===== config.mk =====
export PLATFORM = sky130hd
export DESIGN_NAME = fusion_accumulator
export DESIGN_NICKNAME = d
export VERILOG_FILES = /design/src/rtl/fusion_pkg.sv /design/src/rtl/psum_combine.sv /design/src/rtl/fusion_accumulator.sv
export SDC_FILE = /design/constraint.sdc
export NUM_CORES = 1
export LEC_CHECK = 0
export BUFFER_PORTS_ARGS = -buffer_cell sky130_fd_sc_hd__buf_2
export CAP_MARGIN = 20
export CORE_ASPECT_RATIO = 0.75
export CORE_UTILIZATION = 60
export DETAILED_ROUTE_END_ITERATION = 12
export GPL_ROUTABILITY_DRIVEN = 0
export GPL_TIMING_DRIVEN = 0
export PLACE_DENSITY_LB_ADDON = 0.08
export SLEW_MARGIN = 20
export SYNTH_ARGS = -nofsm -noshare
export SYNTH_HDL_FRONTEND = slang
export SYNTH_SLANG_ARGS = --single-unit

===== constraint.sdc =====
create_clock -name clk -period 10.29 [get_ports clk]
set_input_delay 0.5145 -clock clk [delete_from_list [all_inputs] [get_ports clk]]
set_output_delay 0.5145 -clock clk [all_outputs]
set_load 0.01 [all_outputs]

===== src/rtl/fusion_pkg.sv =====
// -----------------------------------------------------------------------------
// fusion_pkg
// Shared definitions for the fusion accumulator slice:
//   - COL_WIDTH_DEF : default lane width of one upstream fusion-unit partial sum
//   - WW_*          : one-hot weight-precision encodings carried on weight_width
//   - state_e       : accumulator FSM states
//   - run_cfg_t     : per-run configuration captured when a run starts
// -----------------------------------------------------------------------------
package fusion_pkg;

  localparam int COL_WIDTH_DEF = 13;

  // One-hot weight precision. Anything that is not one of these is handled
  // exactly like 2b, which is also how 1b is handled.
  localparam logic [3:0] WW_1B = 4'b0001;
  localparam logic [3:0] WW_2B = 4'b0010;
  localparam logic [3:0] WW_4B = 4'b0100;
  localparam logic [3:0] WW_8B = 4'b1000;

  typedef enum logic [1:0] {
    IDLE  = 2'd0,
    ACCUM = 2'd1,
    HOLD  = 2'd2
  } state_e;

  // Configuration frozen for the whole run so that upstream may change its
  // mode pins while a result is still being built.
  typedef struct packed {
    logic [3:0] ww;
    logic       sgn;
  } run_cfg_t;

endpackage : fusion_pkg


===== src/rtl/psum_combine.sv =====
// -----------------------------------------------------------------------------
// psum_combine
// Purely combinational merge of the four packed lanes coming out of the
// fusion unit into one signed partial sum, according to the weight precision.
//   1b / 2b / non-one-hot : four COL_WIDTH lanes, lane i weighted by 4^i
//   4b                    : two 2*COL_WIDTH lanes, upper lane weighted by 16
//   8b                    : the whole bus is a single value
// Lanes are sign-extended when sgn_i=1, zero-extended otherwise.
//
// Ports
//   weight_width_i  in   4          one-hot precision (see fusion_pkg::WW_*)
//   sgn_i           in   1          treat lanes as two's complement
//   psum_i          in   4*COL_W    packed lanes, lane 0 in the LSBs
//   combined_o      out  OUT_WIDTH  signed merged value
// -----------------------------------------------------------------------------
module psum_combine
  import fusion_pkg::*;
#(
  parameter int COL_WIDTH = COL_WIDTH_DEF,
  // Two spare bits above the 8b value keep an unsigned full-width bus positive
  // and give the shifted 1b/2b and 4b sums room to grow.
  parameter int OUT_WIDTH = 4 * COL_WIDTH + 2
) (
  input  logic [3:0]                  weight_width_i,
  input  logic                        sgn_i,
  input  logic [4*COL_WIDTH-1:0]      psum_i,
  output logic signed [OUT_WIDTH-1:0] combined_o
);

  localparam int HALF_W = 2 * COL_WIDTH;
  localparam int FULL_W = 4 * COL_WIDTH;

  logic signed [OUT_WIDTH-1:0] lane_ext [4];
  logic signed [OUT_WIDTH-1:0] half_ext [2];
  logic signed [OUT_WIDTH-1:0] full_ext;

  for (genvar i = 0; i < 4; i++) begin : g_lane
    assign lane_ext[i] = {{(OUT_WIDTH - COL_WIDTH){sgn_i & psum_i[(i+1)*COL_WIDTH-1]}},
                          psum_i[i*COL_WIDTH +: COL_WIDTH]};
  end

  for (genvar i = 0; i < 2; i++) begin : g_half
    assign half_ext[i] = {{(OUT_WIDTH - HALF_W){sgn_i & psum_i[(i+1)*HALF_W-1]}},
                          psum_i[i*HALF_W +: HALF_W]};
  end

  assign full_ext = {{(OUT_WIDTH - FULL_W){sgn_i & psum_i[FULL_W-1]}}, psum_i};

  always_comb begin
    case (weight_width_i)
      WW_8B:   combined_o = full_ext;
      WW_4B:   combined_o = half_ext[0] + (half_ext[1] <<< 4);
      // WW_1B, WW_2B and every non-one-hot code share the four-lane merge.
      default: combined_o = lane_ext[0]
                          + (lane_ext[1] <<< 2)
                          + (lane_ext[2] <<< 4)
                          + (lane_ext[3] <<< 6);
    endcase
  end

endmodule : psum_combine


===== src/rtl/fusion_accumulator.sv =====
// -----------------------------------------------------------------------------
// fusion_accumulator
// Accumulates acc_len merged partial-sum beats from the fusion unit into a
// saturating ACC_WIDTH result, then holds it until downstream accepts it.
// IDLE -> (start, acc_len!=0) -> ACCUM -> (count==acc_len) -> HOLD
//      -> (acc_ready) -> IDLE
//
// Ports
//   clk          in   1            rising-edge clock
//   rst          in   1            asynchronous active-high reset
//   start        in   1            begin a run (ignored unless IDLE)
//   acc_len      in   LEN_WIDTH    beats in the run (0 = ignore start)
//   weight_width in   4            one-hot weight precision
//   s_in         in   1            input operand signed
//   s_weight     in   1            weight operand signed
//   psum_in      in   4*COL_WIDTH  packed lanes from the fusion unit
//   psum_valid   in   1            psum_in carries a beat this cycle
//   busy         out  1            run in progress or result held
//   acc_out      out  ACC_WIDTH    accumulated (saturated) result
//   acc_valid    out  1            acc_out is the finished result
//   acc_ready    in   1            downstream takes acc_out
//   sat          out  1            sticky: this run saturated at least once
// -----------------------------------------------------------------------------
module fusion_accumulator
  import fusion_pkg::*;
#(
  parameter int COL_WIDTH = COL_WIDTH_DEF,
  parameter int ACC_WIDTH = 32,
  parameter int LEN_WIDTH = 8
) (
  input  logic                   clk,
  input  logic                   rst,
  input  logic                   start,
  input  logic [LEN_WIDTH-1:0]   acc_len,
  input  logic [3:0]             weight_width,
  input  logic                   s_in,
  input  logic                   s_weight,
  input  logic [4*COL_WIDTH-1:0] psum_in,
  input  logic                   psum_valid,
  output logic                   busy,
  output logic [ACC_WIDTH-1:0]   acc_out,
  output logic                   acc_valid,
  input  logic                   acc_ready,
  output logic                   sat
);

  localparam int COMB_W = 4 * COL_WIDTH + 2;
  // Wide enough that accumulator + combined beat can never wrap, so the
  // saturation decision is made on the exact sum.
  localparam int SUM_W  = ((ACC_WIDTH > COMB_W) ? ACC_WIDTH : COMB_W) + 2;

  state_e                 state_q, state_d;
  run_cfg_t               cfg_q, cfg_d;
  logic [LEN_WIDTH-1:0]   len_q, len_d;
  logic [LEN_WIDTH-1:0]   count_q, count_d;
  logic [ACC_WIDTH-1:0]   acc_q, acc_d;
  logic                   sat_q, sat_d;

  logic signed [COMB_W-1:0]      combined;
  logic signed [SUM_W-1:0]       acc_ext, comb_ext, sum_full;
  logic [SUM_W-ACC_WIDTH:0]      sum_top;
  logic [ACC_WIDTH-1:0]          sum_clamped;
  logic                          sum_ovf;

  // The merge always follows the latched configuration, never the live pins.
  psum_combine #(
    .COL_WIDTH (COL_WIDTH),
    .OUT_WIDTH (COMB_W)
  ) u_combine (
    .weight_width_i (cfg_q.ww),
    .sgn_i          (cfg_q.sgn),
    .psum_i         (psum_in),
    .combined_o     (combined)
  );

  // ---------------------------------------------------------------------------
  // Full-precision sum and clamp
  // ---------------------------------------------------------------------------
  // In unsigned runs the accumulator holds 0..2^W-1, so it must be
  // zero-extended; in signed runs it is a two's-complement value.
  assign acc_ext  = {{(SUM_W - ACC_WIDTH){cfg_q.sgn & acc_q[ACC_WIDTH-1]}}, acc_q};
  assign comb_ext = {{(SUM_W - COMB_W){combined[COMB_W-1]}}, combined};
  assign sum_full = acc_ext + comb_ext;

  // Bits from the result's sign position upward; for a representable signed
  // result these are all copies of one bit.
  assign sum_top  = sum_full[SUM_W-1:ACC_WIDTH-1];

  always_comb begin
    sum_clamped = sum_full[ACC_WIDTH-1:0];
    sum_ovf     = 1'b0;
    if (cfg_q.sgn) begin
      if (!((&sum_top) || (~|sum_top))) begin
        sum_ovf     = 1'b1;
        sum_clamped = sum_full[SUM_W-1] ? {1'b1, {(ACC_WIDTH-1){1'b0}}}
                                        : {1'b0, {(ACC_WIDTH-1){1'b1}}};
      end
    end else if (|sum_full[SUM_W-1:ACC_WIDTH]) begin
      // Negative sums clamp to zero, too-large sums to all ones.
      sum_ovf     = 1'b1;
      sum_clamped = sum_full[SUM_W-1] ? '0 : '1;
    end
  end

  // ---------------------------------------------------------------------------
  // FSM next state and datapath update
  // ---------------------------------------------------------------------------
  always_comb begin
    // NOTE: every _d gets its hold value first so no path through the case
    // leaves a signal unassigned and infers a latch.
    state_d = state_q;
    cfg_d   = cfg_q;
    len_d   = len_q;
    count_d = count_q;
    acc_d   = acc_q;
    sat_d   = sat_q;

    unique case (state_q)
      IDLE: begin
        if (start && (acc_len != '0)) begin
          state_d   = ACCUM;
          cfg_d.ww  = weight_width;
          cfg_d.sgn = s_in | s_weight;
          len_d     = acc_len;
          count_d   = '0;
          acc_d     = '0;
          sat_d     = 1'b0;
        end
      end

      ACCUM: begin
        if (psum_valid) begin
          acc_d   = sum_clamped;
          sat_d   = sat_q | sum_ovf;
          count_d = count_q + LEN_WIDTH'(1);
          if (count_d == len_q) begin
            state_d = HOLD;
          end
        end
      end

      HOLD: begin
        if (acc_ready) begin
          state_d = IDLE;
        end
      end

      default: state_d = IDLE;
    endcase
  end

  // NOTE: state registers use non-blocking assignment so every flop samples
  // the pre-edge values regardless of statement order.
  always_ff @(posedge clk or posedge rst) begin
    if (rst) begin
      state_q <= IDLE;
      cfg_q   <= '0;
      len_q   <= '0;
      count_q <= '0;
      acc_q   <= '0;
      sat_q   <= 1'b0;
    end else begin
      state_q <= state_d;
      cfg_q   <= cfg_d;
      len_q   <= len_d;
      count_q <= count_d;
      acc_q   <= acc_d;
      sat_q   <= sat_d;
    end
  end

  assign busy      = (state_q != IDLE);
  assign acc_valid = (state_q == HOLD);
  assign acc_out   = acc_q;
  assign sat       = sat_q;

endmodule : fusion_accumulator

-- Yosys cells after proc, flatten, opt, wreduce, memory -nomap -nowiden
Cells that the tools add are included.
- bits in registers: 56
- input bits: 71
- output and inout port bits: 35
- logic and storage cells: 65
- $add $sub $neg: 6
- equal/unequal tests: 9
- mux-type cells: 23
- bitwise logic cells: 7
- reductions and logical operators: 13
- operator list (operator ; count):
    32-bit 2-to-1 mux ; 7
    54-bit one-hot mux with 2 select lines ; 1
    32-bit one-hot mux with 2 select lines ; 1
    33-bit by 54-bit adder with 55-bit output ; 1
    54-bit by 20-bit adder with 54-bit output ; 1
    27-bit by 31-bit adder with 32-bit output ; 1
    25-bit AND reduction ; 1
    25-bit OR reduction ; 1
    24-bit OR reduction ; 1
    17-bit by 18-bit adder with 19-bit output ; 1
    14-bit by 16-bit adder with 17-bit output ; 1
    8-bit 2-to-1 mux ; 2
    8-bit one-hot mux with 2 select lines ; 1
    8-bit by 1-bit adder with 8-bit output (second input constant) ; 1
    8-bit == test ; 1
    2-bit 2-to-1 mux ; 4
    8-bit nonzero test ; 1
    2-bit != test (second input constant) ; 3
    2-bit one-hot mux with 3 select lines ; 1
    1-bit bitwise AND ; 5
    1-bit 2-to-1 mux ; 5
    4-bit by 3-bit == test with 1-bit output (second input constant) ; 1
    4-bit == test (second input constant) ; 1
    4-bit AND reduction ; 1
    other kinds (12) ; 14

-- Logic depth before layout (Yosys ltp)
- word-level depth: 14
- gate-level depth with buffers: 43
- mapped depth without buffers: 40

-- Hierarchy
Synthesis repeated with hierarchy kept, for this count alone.
- cell total of the unflattened synthesis: 1440
- area, all modules: 10895.4 um^2
- modules (own cells, without submodules) (module ; times used ; cells each ; area an instance (um^2) ; seq. area each (um^2)):
    fusion_accumulator ; 1 ; 888 ; 6909.1 ; 1401.3
    psum_combine ; 1 ; 552 ; 3986.3 ; 0.0

-- Worst setup path before layout
OpenSTA, ideal clock, no wires.
- kind: input -> register
- start: input psum_in[4]
- end: register acc_q[11], in the netlist acc_out[11]
- library setup time: 0.124 ns
- data arrival time: 8.394 ns
- required time: 10.166 ns
- path slack: 1.773 ns
- stages on the path: 37
- path buffers: 4
- cell sequence: inv_1 > fa_1 > inv_1 > ha_1 > a21o_1 > a21oi_1 > o21bai_1 > a21oi_1 > o21bai_1 > a21oi_1 > nor2b_1 > o21a_1 > o221a_2 > a211o_1 > a21oi_1 > xnor2_1 > ha_1 > a31oi_1 > fa_1 > o221ai_1 > ha_1 > buf_2 > a21o_1 > a21o_1 > a21oi_1 > o21ai_1 > or4_4 > and2_1 > o21ai_4 > nand2_1 > or4_1 > or4_4 > buf_6 > and3_4 > buf_6 > buf_6 > a211o_1
- longest elaborated chain between the ends: 12
- elaborated cells on any way between the ends: 18
- classes of those cells: 5 x add/sub; 8 x mux; 5 x reduce/logical
- RTL lines (element ; RTL line ; source):
    start: declaration ; fusion_accumulator.sv:38 ; input logic [4*COL_WIDTH-1:0] psum_in,
    14-bit by 16-bit adder with 17-bit output ; psum_combine.sv:55 ; + (lane_ext[1] <<< 2)
    17-bit by 18-bit adder with 19-bit output ; psum_combine.sv:56 ; + (lane_ext[2] <<< 4)
    54-bit by 20-bit adder with 54-bit output ; psum_combine.sv:57 ; + (lane_ext[3] <<< 6);
    54-bit one-hot mux with 2 select lines (*) ; psum_combine.sv:50 ; case (weight_width_i)
    33-bit by 54-bit adder with 55-bit output (*) ; fusion_accumulator.sv:83 ; assign sum_full = acc_ext + comb_ext;
    25-bit OR reduction ; fusion_accumulator.sv:93 ; if (!((&sum_top) || (~|sum_top))) begin
    1-bit logical NOT ; fusion_accumulator.sv:93 ;
    1-bit logical OR ; fusion_accumulator.sv:93 ;
    32-bit 2-to-1 mux ; fusion_accumulator.sv:93 ;
    32-bit 2-to-1 mux (*) ; fusion_accumulator.sv:92 ; if (cfg_q.sgn) begin
    32-bit 2-to-1 mux (*) ; fusion_accumulator.sv:132 ; if (psum_valid) begin
    32-bit one-hot mux with 2 select lines (*) ; fusion_accumulator.sv:118 ; unique case (state_q)
    end signal: assignment ; fusion_accumulator.sv:160 ; acc_q <= '0;
    end signal: assignment ; fusion_accumulator.sv:167 ; acc_q <= acc_d;
    end: declaration ; fusion_accumulator.sv:56 ; logic [ACC_WIDTH-1:0] acc_q, acc_d;
Mark *: on every way between the ends. The rest lies on a longest branch, timed or not. The select of a mux whose other input is x is not followed.
A chain may end at the register's enable or synchronous reset.

-- Worst setup path in the final report
- start: input psum_in[4]
- end: register acc_q[5], in the netlist acc_out[5]
The elaborated chain is that of the path after synthesis.

==> results by group <==
Status
  – Run status: finished clean

Synthesis
  – Post-Synthesis Cells: 1263
  – Cell taking the most area after synthesis: ha_1
  – Syn. warnings: 0
  – Post-synth EDFFs: 0
  – Most used DFF post-synth: dfrtp_1
  – Synthesized Nets: between 1000 and 1500
  – Synth area leaders: ha_1 15%, dfrtp_1 14%, a21oi_1 6.4%
  – Async set-reset flop share out of synthesis: 100%
  – #FFs+latches synth: 56
  – Mapped cell area: between 0.009 and 0.01 mm2
  – Register area share after synthesis: between 10 and 15%
  – Syn Area/Cell: between 7 and 8 um2
  – Post-synth cell types: 84
  – Top cell type's share of synthesized area: around 15%

Placement
  – Pre-CTS setup slack: between 40 and 50 ps
  – IO buf count: about 110
  – Detailed placer's ending HPWL: 25500 um

Floorplanning
  – Die width: between 100 and 150 um
  – Core Region: 0.0160 mm2
  – I/O pin count: 106
  – Cell row count: 40
  – Die outline height: about 110 um
  – Area of the die: approximately 0.017 mm2
  – Starting Density: about three fifths

Critical path
  – Crit-path most repeated cell: a21oi_1
  – Worst Path Required: around 10000 ps
  – Setup crit start kind: primary input
  – Critical Path End Type: flip-flop
  – Critical path class: primary input to flip-flop
  – Worst path max stage delay: about 560 ps
  – Slowest CP cell: or4_4
  – CP arrival: 10120 ps
  – CP bufs+invs: 6
  – Worst Path Max Fanout: 10
  – CP top delay family: compound AO/OA/AOI/OAI gates

STA
  – Relative slew margins: between 30% and 40%
  – Unrepaired setup endpoints after global routing: false
  – Final setup viols: 0
  – Final hold violation count: 0
  – Final min period: between 9000 and 10000 ps
  – Final period util: 96.9%
  – Slew @ Worst Pin: between 900 and 1000 ps
  – Clock Skews: 4.76 ps
  – Final hold slack: approximately 330 ps
  – Final worst setup slack: ~320 ps
  – TNS Setup: 0 ps
  – Max Slew Vio Count: 0
  – Fmax: around 100 MHz

CTS
  – # hold bufs at CTS: 0
  – Sink count of the clock tree: 56
  – Post-CTS Repair Setup Buffers: 0
  – Worst skew pair latency: approximately 300 ps
  – Clk root buf: clkbuf_16
  – Post-CTS sizing: 0
  – Num CTS Buffers: 5
  – Clock-pin transition on the worst setup and hold timing paths: 70 ps
  – Max H-tree Level: 2
  – CTS tree: done
  – Clock buffer depth: 2

Global routing
  – Via count of the first global-routing pass: between 9000 and 10000
  – Congestion Overflow GR: 0
  – Largest net degree at the start of global routing: between 50 and 60
  – First-pass GRT wire length: approximately 48000 um
  – Initial antenna violation count: 0
  – Overall routing resource usage: about 37%

Min path
  – Hold Path Class: primary input to asynchronous set/reset pin

Run
  – Maxcap violations: 0

Layout
  – Area Overhead vs Synth: 10.0%
  – # nets final: between 1500 and 2000
  – ANT cells: 0
  – Fraction of final layout cells sized beyond drive strength 1: around 14%
  – Final cell utilization of the core: about two thirds

Routing
  – DR WL/cell: 19.4 um
  – Drt initial violations: between 1000 and 1500
  – Via count: roughly 10000
  – First drt pass iteration count: 5
  – DR DRC count: 0
  – Antenna viol nets, final: 0
  – Vias per cell: 6.52
  – Post-Route WL: 30700 um
cell type report:
cell class / count / area, um2
Sequential cell: 56 / 1400
Clock buffer: 6 / 139
Tap cell: 210 / 263
Multi-Input combinational cell: 1111 / 7990
Fill cell: 1443 / 5210
Timing Repair Buffer: 105 / 526
Buffer: 50 / 245
Inverter: 46 / 175
Clock inverter: 2 / 15.0
stage by stage:
step	cells	instance area [um2]
2_1_floorplan	1263	9780
6_report	1586	10800
3_3_place_gp	1578	10600
4_1_cts	1586	10700
5_1_grt	1586	10800
3_5_place_dp	1578	10600
cell usage after synthesis, drive strengths merged (12+ instances only):
library cell	instances
a21o	40
nor2	91
a22oi	15
inv	46
nor3	22
and2	35
nand3	20
buf	21
ha	116
dfrtp	56
xor2	32
mux2	13
nand2	121
nor2b	14
a211oi	13
o21bai	23
o21a	23
a21oi	131
clkbuf	29
o211ai	12
fa	22
a211o	25
o21ai	102
nand4	25
nand2b	14
xnor2	67
registers in the layout, indices dropped and copies added (netlist names):
name	flops
acc_out	32
count_q	8
state_q	2
sat	1
cfg_q	5
len_q	8
logic make-up (layout without fill, tap and decap cells):
group,after synthesis,after routing,synth area share (%)
buf+inv,96,209,4.27
simple gates,397,397,20.2
xor+xnor,99,99,8.87
fa+ha+maj,138,138,19.3
compound gates,461,461,31.1
flops,56,56,14.3
mux,16,16,1.80
worst paths after layout:
kind	from	to	slack (ps)	cells past startpoint
min reg2reg	count_q[7]$_DFFE_PP0P_	count_q[7]$_DFFE_PP0P_	500	1
min	rst	cfg_q[1]$_DFFE_PP0P_	330	2
min in group clk	weight_width[2]	cfg_q[3]$_DFFE_PP0P_	450	2
max reg2reg	cfg_q[0]$_DFFE_PP0P_	acc_out[5]$_DFFE_PP0P_	860	30
max in group asynchronous	rst	count_q[1]$_DFFE_PP0P_	9500	2
max	psum_in[4]	acc_out[5]$_DFFE_PP0P_	320	40
cell usage in the layout (no fill, tap or decap), types with 14 or more instances in the layout:
cell and n:
o21ai_0 92, nand2b_1 14, a21oi_1 125, dfrtp_1 56, a21o_1 40, nor2b_1 14, a211o_1 24, nor3_1 20
ha_1 116, a22oi_1 15, o21bai_1 23, nand3_1 19, xnor2_1 67, nor2_1 91, buf_2 118, xor2_1 32
nand4_1 25, inv_1 45, clkbuf_1 26, fa_1 22, o21a_1 23, nand2_1 120, and2_1 35
metal layers:
| metal | global-route usage, % | up-vias | share of wire (%) |
|---|---|---|---|
| met3 | 5.45 | 65 | 10 |
| met4 | 9.59 | 0 | 2.5 |
| met2 | 53.9 | 520 | 42 |
| li1 | - | 4913 | - |
| met1 | 54.8 | 4846 | 46 |
| met5 | 0 | - | 0 |
Power is not shown: default switching activity piles up to over one toggle a cycle in this logic, so the estimate is an artifact.
